[src/rtl/par_scrambler.sv]
`default_nettype none
// ============================================================================
// Module      : par_scrambler
// Description : Multi-lane, multi-bit-per-cycle multiplicative scrambler or
//               descrambler (MODE). One LFSR per lane, WIDTH bits unrolled
//               per beat, valid/ready handshake with a one-beat output
//               register, in-band resync and optional periodic auto-reseed.
//               Optional feature macro: SCR_BYPASS_EN adds a 'bypass' input
//               that passes data through while the LFSRs keep advancing.
// Revision    : 1.0 - initial release
// ============================================================================
module par_scrambler #(
  parameter int                  LFSR_LEN      = 24,
  parameter logic [LFSR_LEN-1:0] POLY          = 24'hA10124,
  parameter logic [LFSR_LEN-1:0] SEED          = 24'h1FEEDD,
  parameter int                  WIDTH         = 8,
  parameter int                  LANES         = 2,
  parameter int                  MODE          = 0,
  parameter int                  RESEED_PERIOD = 0
) (
  input  logic                   clk,
  input  logic                   rst,        // asynchronous, active low
  input  logic                   enable,
`ifdef SCR_BYPASS_EN
  input  logic                   bypass,
`endif
  input  logic                   in_valid,
  output logic                   in_ready,
  input  logic [LANES*WIDTH-1:0] in_data,
  input  logic                   in_sync,
  output logic                   out_valid,
  input  logic                   out_ready,
  output logic [LANES*WIDTH-1:0] out_data,
  output logic                   out_sync,
  output logic [15:0]            beat_cnt
);

  // Beat count that triggers an automatic reseed (unused when period is 0).
  localparam logic [15:0] RESEED_CMP = 16'(RESEED_PERIOD);

  // Lane l starts from the base seed with the lane index folded in, so the
  // lanes never run identical sequences.
  function automatic logic [LFSR_LEN-1:0] lane_seed(input int l);
    return SEED ^ LFSR_LEN'(l);
  endfunction

  logic [LANES-1:0][LFSR_LEN-1:0] lfsr_q, lfsr_d;
  logic [LANES-1:0][LFSR_LEN-1:0] lfsr_adv;
  logic [LANES*WIDTH-1:0]         proc_data;
  logic [LANES*WIDTH-1:0]         out_src;
  logic [LANES*WIDTH-1:0]         out_data_q, out_data_d;
  logic                           out_valid_q, out_valid_d;
  logic                           out_sync_q, out_sync_d;
  logic [15:0]                    beat_cnt_q, beat_cnt_d;
  logic [15:0]                    cnt_inc;
  logic                           accept;
  logic                           auto_hit;
  logic                           reseed;

  assign in_ready  = enable && (!out_valid_q || out_ready);
  assign accept    = in_valid && in_ready;
  assign out_valid = out_valid_q;
  assign out_data  = out_data_q;
  assign out_sync  = out_sync_q;
  assign beat_cnt  = beat_cnt_q;

  // Saturating increment; a reseed (manual or automatic) is a single event
  // even when both causes coincide on the same beat.
  assign cnt_inc  = (beat_cnt_q == 16'hFFFF) ? beat_cnt_q : beat_cnt_q + 16'd1;
  assign auto_hit = (RESEED_PERIOD != 0) && (cnt_inc == RESEED_CMP);
  assign reseed   = in_sync || auto_hit;

  // Unrolled per-bit LFSR walk for every lane; bit 0 is oldest in time and
  // the scrambled-domain bit is always the one shifted into the register.
  always_comb begin
    logic [LFSR_LEN-1:0] st;
    logic                d;
    logic                t;
    logic                o;
    lfsr_adv  = lfsr_q;
    proc_data = '0;
    st        = '0;
    d         = 1'b0;
    t         = 1'b0;
    o         = 1'b0;
    for (int l = 0; l < LANES; l++) begin
      st = lfsr_q[l];
      for (int b = 0; b < WIDTH; b++) begin
        d = in_data[l*WIDTH+b];
        t = ^(st & POLY);
        o = d ^ t;
        proc_data[l*WIDTH+b] = o;
        st = {st[LFSR_LEN-2:0], (MODE == 0) ? o : d};
      end
      lfsr_adv[l] = st;
    end
  end

`ifdef SCR_BYPASS_EN
  assign out_src = bypass ? in_data : proc_data;
`else
  assign out_src = proc_data;
`endif

  // Next-state selection: disable flushes everything, an accepted beat loads
  // the output register, otherwise a consumed beat just drops out_valid.
  always_comb begin
    lfsr_d      = lfsr_q;
    out_valid_d = out_valid_q;
    out_data_d  = out_data_q;
    out_sync_d  = out_sync_q;
    beat_cnt_d  = beat_cnt_q;
    if (!enable) begin
      for (int l = 0; l < LANES; l++) begin
        lfsr_d[l] = lane_seed(l);
      end
      out_valid_d = 1'b0;
      out_data_d  = '0;
      out_sync_d  = 1'b0;
      beat_cnt_d  = 16'd0;
    end else if (accept) begin
      for (int l = 0; l < LANES; l++) begin
        lfsr_d[l] = reseed ? lane_seed(l) : lfsr_adv[l];
      end
      out_valid_d = 1'b1;
      out_data_d  = out_src;
      out_sync_d  = reseed;
      beat_cnt_d  = reseed ? 16'd0 : cnt_inc;
    end else if (out_ready) begin
      out_valid_d = 1'b0;
    end
  end

  // State registers with asynchronous active-low clear to the seed state.
  always_ff @(posedge clk or negedge rst) begin
    if (!rst) begin
      for (int l = 0; l < LANES; l++) begin
        lfsr_q[l] <= lane_seed(l);
      end
      out_valid_q <= 1'b0;
      out_data_q  <= '0;
      out_sync_q  <= 1'b0;
      beat_cnt_q  <= 16'd0;
    end else begin
      lfsr_q      <= lfsr_d;
      out_valid_q <= out_valid_d;
      out_data_q  <= out_data_d;
      out_sync_q  <= out_sync_d;
      beat_cnt_q  <= beat_cnt_d;
    end
  end

endmodule
`default_nettype wire

[config.mk]
export PLATFORM = sky130hd
export DESIGN_NAME = par_scrambler
export DESIGN_NICKNAME = d
export VERILOG_FILES = /design/src/rtl/par_scrambler.sv
export SDC_FILE = /design/constraint.sdc
export NUM_CORES = 1
export LEC_CHECK = 0
export ABC_AREA = 0
export CORE_MARGIN = 2
export CORE_UTILIZATION = 52
export DETAILED_ROUTE_END_ITERATION = 8
export GPL_ROUTABILITY_DRIVEN = 0
export PLACE_DENSITY = 0.76
export SKIP_LAST_GASP = 1
export SLEW_MARGIN = 20
export SYNTH_ARGS = -nofsm -noshare
export SYNTH_HDL_FRONTEND = slang
export SYNTH_SLANG_ARGS = --single-unit
[constraint.sdc]
create_clock -name clk -period 4.85 [get_ports clk]
set_input_delay 1.2125 -clock clk [delete_from_list [all_inputs] [get_ports clk]]
set_output_delay 1.2125 -clock clk [all_outputs]
set_load 0.01 [all_outputs]
* Yosys cells after proc, flatten, opt, wreduce, memory -nomap -nowiden
Cells that the tools add are included.
** Operators by class
- $add $sub $neg :: 1
- Equality and inequality tests :: 4
- Multiplexer cells :: 15
- Bitwise gates (word level) :: 16
- Reductions and logical operators :: 21
** Operator list (number)
- 24-bit parity :: 16
- 16-bit 2-to-1 mux :: 6
- 48-bit 2-to-1 mux :: 2
- 24-bit 2-to-1 mux :: 2
- 16-bit by 1-bit adder with 16-bit output, second input constant :: 1
- 16-bit == test, second input constant :: 1
- 1-bit XOR :: 16
- 1-bit 2-to-1 mux :: 5
- 3-bit by 1-bit != test with 1-bit output, second input constant :: 1
- 3-bit != test, second input constant :: 1
- 1-bit logical AND :: 2
- 2-bit by 1-bit != test with 1-bit output, second input constant :: 1
- 2-bit AND reduction :: 1
- 1-bit zero test :: 1
- 1-bit logical OR :: 1
** Storage, ports and cells
- Register bits :: 82
- Bits of input ports :: 22
- Output and inout port bits :: 35

* Logic depth before layout (Yosys ltp)
- Word-level depth :: 9
- Mapped depth :: 7
- Depth with buffers taken out :: 6

* Least setup slack after synthesis
OpenSTA, ideal clock, no wires.
- Path type :: input port to output port
- From :: input out_ready
- To :: output in_ready
- Data arrival time :: 1.502 ns
- Data required time :: 3.638 ns
- Slack :: 2.135 ns
- Stages on the path :: 2
- Buffers on the path :: 0
- Cells stage by stage :: nor2b_1 nor2_1
** On the way
- Word-level cells in the longest chain between the ends :: 2
** Ends and longest elaborated chain
- start: declaration :: RTL line 32 : input logic out_ready,
- 1-bit logical OR :: RTL line 60 : assign in_ready = enable && (!out_valid_q || out_ready);
- 1-bit logical AND :: RTL line 60
- end: declaration :: RTL line 28 : output logic in_ready,
No other way between the ends.

* Worst setup path after layout
- From :: input enable
- To :: output in_ready
** On the way
- Word-level cells in the longest chain between the ends :: 1
** Ends and longest elaborated chain
- start: declaration :: RTL line 23 : input logic enable,
- 1-bit logical AND :: RTL line 60
No other way between the ends.

==> summary.md <==
| Metric | Value |
|---|---|
| First-pass GRT wire length | around 15 mm |
| # port buffers | 56 |
| Combinational share of power | 0.354 |
| Setup CP Type | input port to primary output |
| Avg Synthesized Cell Area | 9.79 um2 |
| Clk network pwr share | 0.222 |
| Initial antenna violation count | 0 |
| Critical path's most frequent cell | clkdlybuf4s50_1 |
| Largest fanout on the critical path | 12 |
| Pint | 1.49 mW |
| Initial Utilization | 0.537 |
| GRT Resource Usage Total | 0.222 |
| CTS Hold Bufs | 0 |
| Seq pwr share | 0.424 |
| I/O Pins | 57 |
| Row count | 32 |
| FMAX | approximately 0.24 GHz |
| CP max-delay cell | clkdlybuf4s50_1 |
| #FFs+latches synth | about 80 |
| Placed cell areas | roughly 4800 um2 |
| Vias | between 3,000 and 4,000 |
| Initial DRC count | 241 |
| Largest net degree at the start of global routing | slightly above 80 |
| Antenna Cells | 0 |
| Vias in the first global route | about 3,200 |
| FILL cells | approximately 650 |
| Crit-path cells | clkdlybuf4s50_1 -> inv_1 -> nor2_1 -> clkdlybuf4s50_1 |
| Final wirelength | between 9 and 10 mm |
| Post-synth top flop | dfrtp_1 |
| Total CTS buffers | 9 |
| Sw Ratio | 0.331 |
| Pwr dens | 441 nW/um2 |
| Vias per cell | between 5 and 6 |
| Status | finished, final reports clean |
| Slew HR | 0.336 |
| Drt wl/cell | between 15 and 20 um |
| Yosys Warn Count | 0 |
| Worst path buffer plus inverter count | 3 |
| CTS tree | yes |
| Least-Margin Pin Slew | about 0.99 ns |
| DIE AREA | 8750 um2 |
| Minimum clock period | between 4 and 5 ns |
| Sum of negative setup slack | 0 ns |
| Register area share after synthesis | 0.502 |
| Net Switching | 740 uW |
| CORE AREA | between 7000 and 8000 um2 |
| Layout cells sized above 1 | 0.136 |
| Root Driver | clkbuf_8 |
| Hold Crit Class | register to register |
| Leak pwr | ~1.9 nW |
| Final #Nets | between 500 and 600 |
| Post-CTS setup buffer count | 0 |
| H-tree depth | 3 |
| Max IR drop VDD | roughly 0.22 mV |
| Ys async rst share | 1.00 |
| Net count after synthesis | between 400 and 500 |
| Largest delay share family, worst path | buffers and inverters |
| Hold slack | between 0.4 and 0.5 ns |
| Number of gates resized after CTS | 0 |
| CP startpoint kind | input port |
| Drt first pass iters | 4 |
| Final setup fails | 0 |
| Die height | between 90 and 100 um |
| Die width | between 90 and 100 um |
| Design area | between 5000 and 6000 um2 |
| RSZ-0062 raised after global routing | false |
| # Max-Cap Violations | 0 |
| Worst Setup End Kind | primary output |
| Drc violations | 0 |
| Clock sink total | 82 |
| Final Hold Fails | 0 |
| Footprint of the multi-input gates | about 2000 um2 |
| Post-Syn Instances | about 430 |
| Storage element area | roughly 2100 um2 |
| Area growth, synth to finish | 21.4% |
| Clock insertion delay at the later pin of the skew report | around 0.35 ns |
| Mapped cell area | between 4000 and 5000 um2 |
| Worst clock skew | ~0.0096 ns |
| CP required | roughly 3.6 ns |
| DP HPWL | roughly 6.1 mm |
| Final period util | 0.843 |
| Antenna viol nets, final | 0 |
| Gr ovfl total | 0 |
| Unique masters post-synth | 40 |
| Clock-pin slew on the worst setup and hold paths | ~0.080 ns |
| Worst EP arrival | roughly 2.9 ns |
| Number of synthesized flops with an enable pin | 0 |
| Slew Viols, Final | 0 |
| Largest stage delay on the critical path | just under 0.8 ns |
| Bufs on Longest Clock Path | 2 |
[sequential cells by signal (all words and copies together), names as in the netlist]
name	count
lfsr_adv	32
out_sync	1
out_data	16
out_valid	1
beat_cnt	16
lfsr_q	16
[final timing paths]
path                                         start                  endpoint  slack [ns]  cells past startpoint
min in group asynchronous                      rst  out_data[12]$_DFFE_PN0P_        0.81                      1
max                                         enable                  in_ready        0.76                      4
min reg2reg                out_data[2]$_DFFE_PN0P_   out_data[2]$_DFFE_PN0P_        0.49                      2
min                        out_data[2]$_DFFE_PN0P_   out_data[2]$_DFFE_PN0P_        0.49                      2
max in group asynchronous                      rst  lfsr_adv[17]$_DFFE_PN1P_        3.40                      2
max reg2reg                beat_cnt[0]$_DFFE_PN0P_  beat_cnt[13]$_DFFE_PN0P_        2.67                      6
[per-layer routing]
| layer | up-vias | GRT usage | part of all wire |
|---|---|---|---|
| met5 | - | 0 | 0 |
| met4 | 0 | 0.0821 | 0.019 |
| met3 | 17 | 0.0338 | 0.039 |
| met2 | 77 | 0.360 | 0.47 |
| met1 | 1572 | 0.304 | 0.47 |
| li1 | 1544 | - | - |
[cell families after synthesis]
logic type	count (synthesis)	synth area share
buffers and inverters	27	0.0249
multiplexers	1	0.00270
AND/OR/NAND/NOR	165	0.183
adder cells (fa/ha/maj)	1	0.00300
AO/OA/AOI/OAI	61	0.0978
flip-flops	82	0.502
XOR/XNOR	89	0.187
[synthesized netlist by cell type (3+ instances only)]
cell type  number  area, um2
xnor2_1        75        657
a21oi_1         8       40.0
o21ai_0        21        105
nand4_1         3       18.8
xor2_1         14        123
o31ai_1         5       37.5
nor3_1         24        120
a31oi_1         4       25.0
nand3_1        21        105
o22a_1          8       70.1
or3_1           4       25.0
dfstp_2        33        867
buf_1           4       15.0
dfrtp_1        49       1230
clkbuf_1       14       52.6
nor2_1         58        218
a21bo_2         3       30.0
nand2_1        38        143
a22o_1          4       35.0
inv_1           7       26.3
nor4_1          3       18.8
[area by class of cell]
cell class | instances | area share
Multi-Input combinational cell | 317 | 0.394
Tap cell | 102 | 0.0252
Clock buffer | 12 | 0.0287
Sequential cell | 82 | 0.413
Inverter | 7 | 0.00519
Timing Repair Buffer | 62 | 0.123
Clock inverter | 4 | 0.0101
[layout by cell type, fill, tap and decap left out, types with 2 or more instances in the layout]
master / count
o21ai_0: 21
a21bo_2: 3
a211oi_1: 2
clkbuf_8: 10
a31oi_1: 4
nand3_2: 2
nand2_1: 38
o41ai_1: 2
nor4_1: 3
a2111oi_0: 2
nand2b_1: 2
buf_4: 6
and2_1: 2
a22o_1: 4
xnor2_1: 75
o22a_1: 8
clkdlybuf4s50_1: 55
o31ai_1: 5
nand4_1: 3
inv_1: 7
clkbuf_1: 2
xor2_1: 14
nor3_1: 24
nor2_1: 58
dfstp_2: 33
nand3_1: 21
a21oi_1: 7
dfrtp_1: 49
or3_1: 4
[power groups by stage]
stage | Clock (mW) | Combinational (mW) | Sequential, mW
after floorplan | 0 | 0.520 | 0.954
after global placement | 0 | 0.786 | 0.953
after detailed placement | 0 | 0.791 | 0.959
after CTS | 0.503 | 0.797 | 0.946
after global routing | 0.537 | 0.862 | 0.964
final | 0.496 | 0.791 | 0.946
[worst reg2reg max path: cells and delay by family (launching register included)]
kind	cells	cell delay [ns]
and+or+nand+nor	4	1.24
DFF	1	0.44
adders and majority gates	1	0.29
AOI/OAI and AO/OA	1	0.15
[per-stage QoR]
| step | util | total power, mW | std cells | setup WS (ns) |
|---|---|---|---|---|
| after detailed placement | 0.623 | 1.75 | 569 | 0.763 |
| after floorplan | - | 1.47 | 426 | 2.14 |
| after CTS | 0.648 | 2.25 | 585 | 0.755 |
| final | 0.652 | 2.23 | 586 | 0.764 |
| after global routing | 0.652 | 2.36 | 586 | 0.621 |
| after global placement | 0.623 | 1.74 | 569 | 0.819 |
No activity file was read; power rests on OpenSTA's default activity.
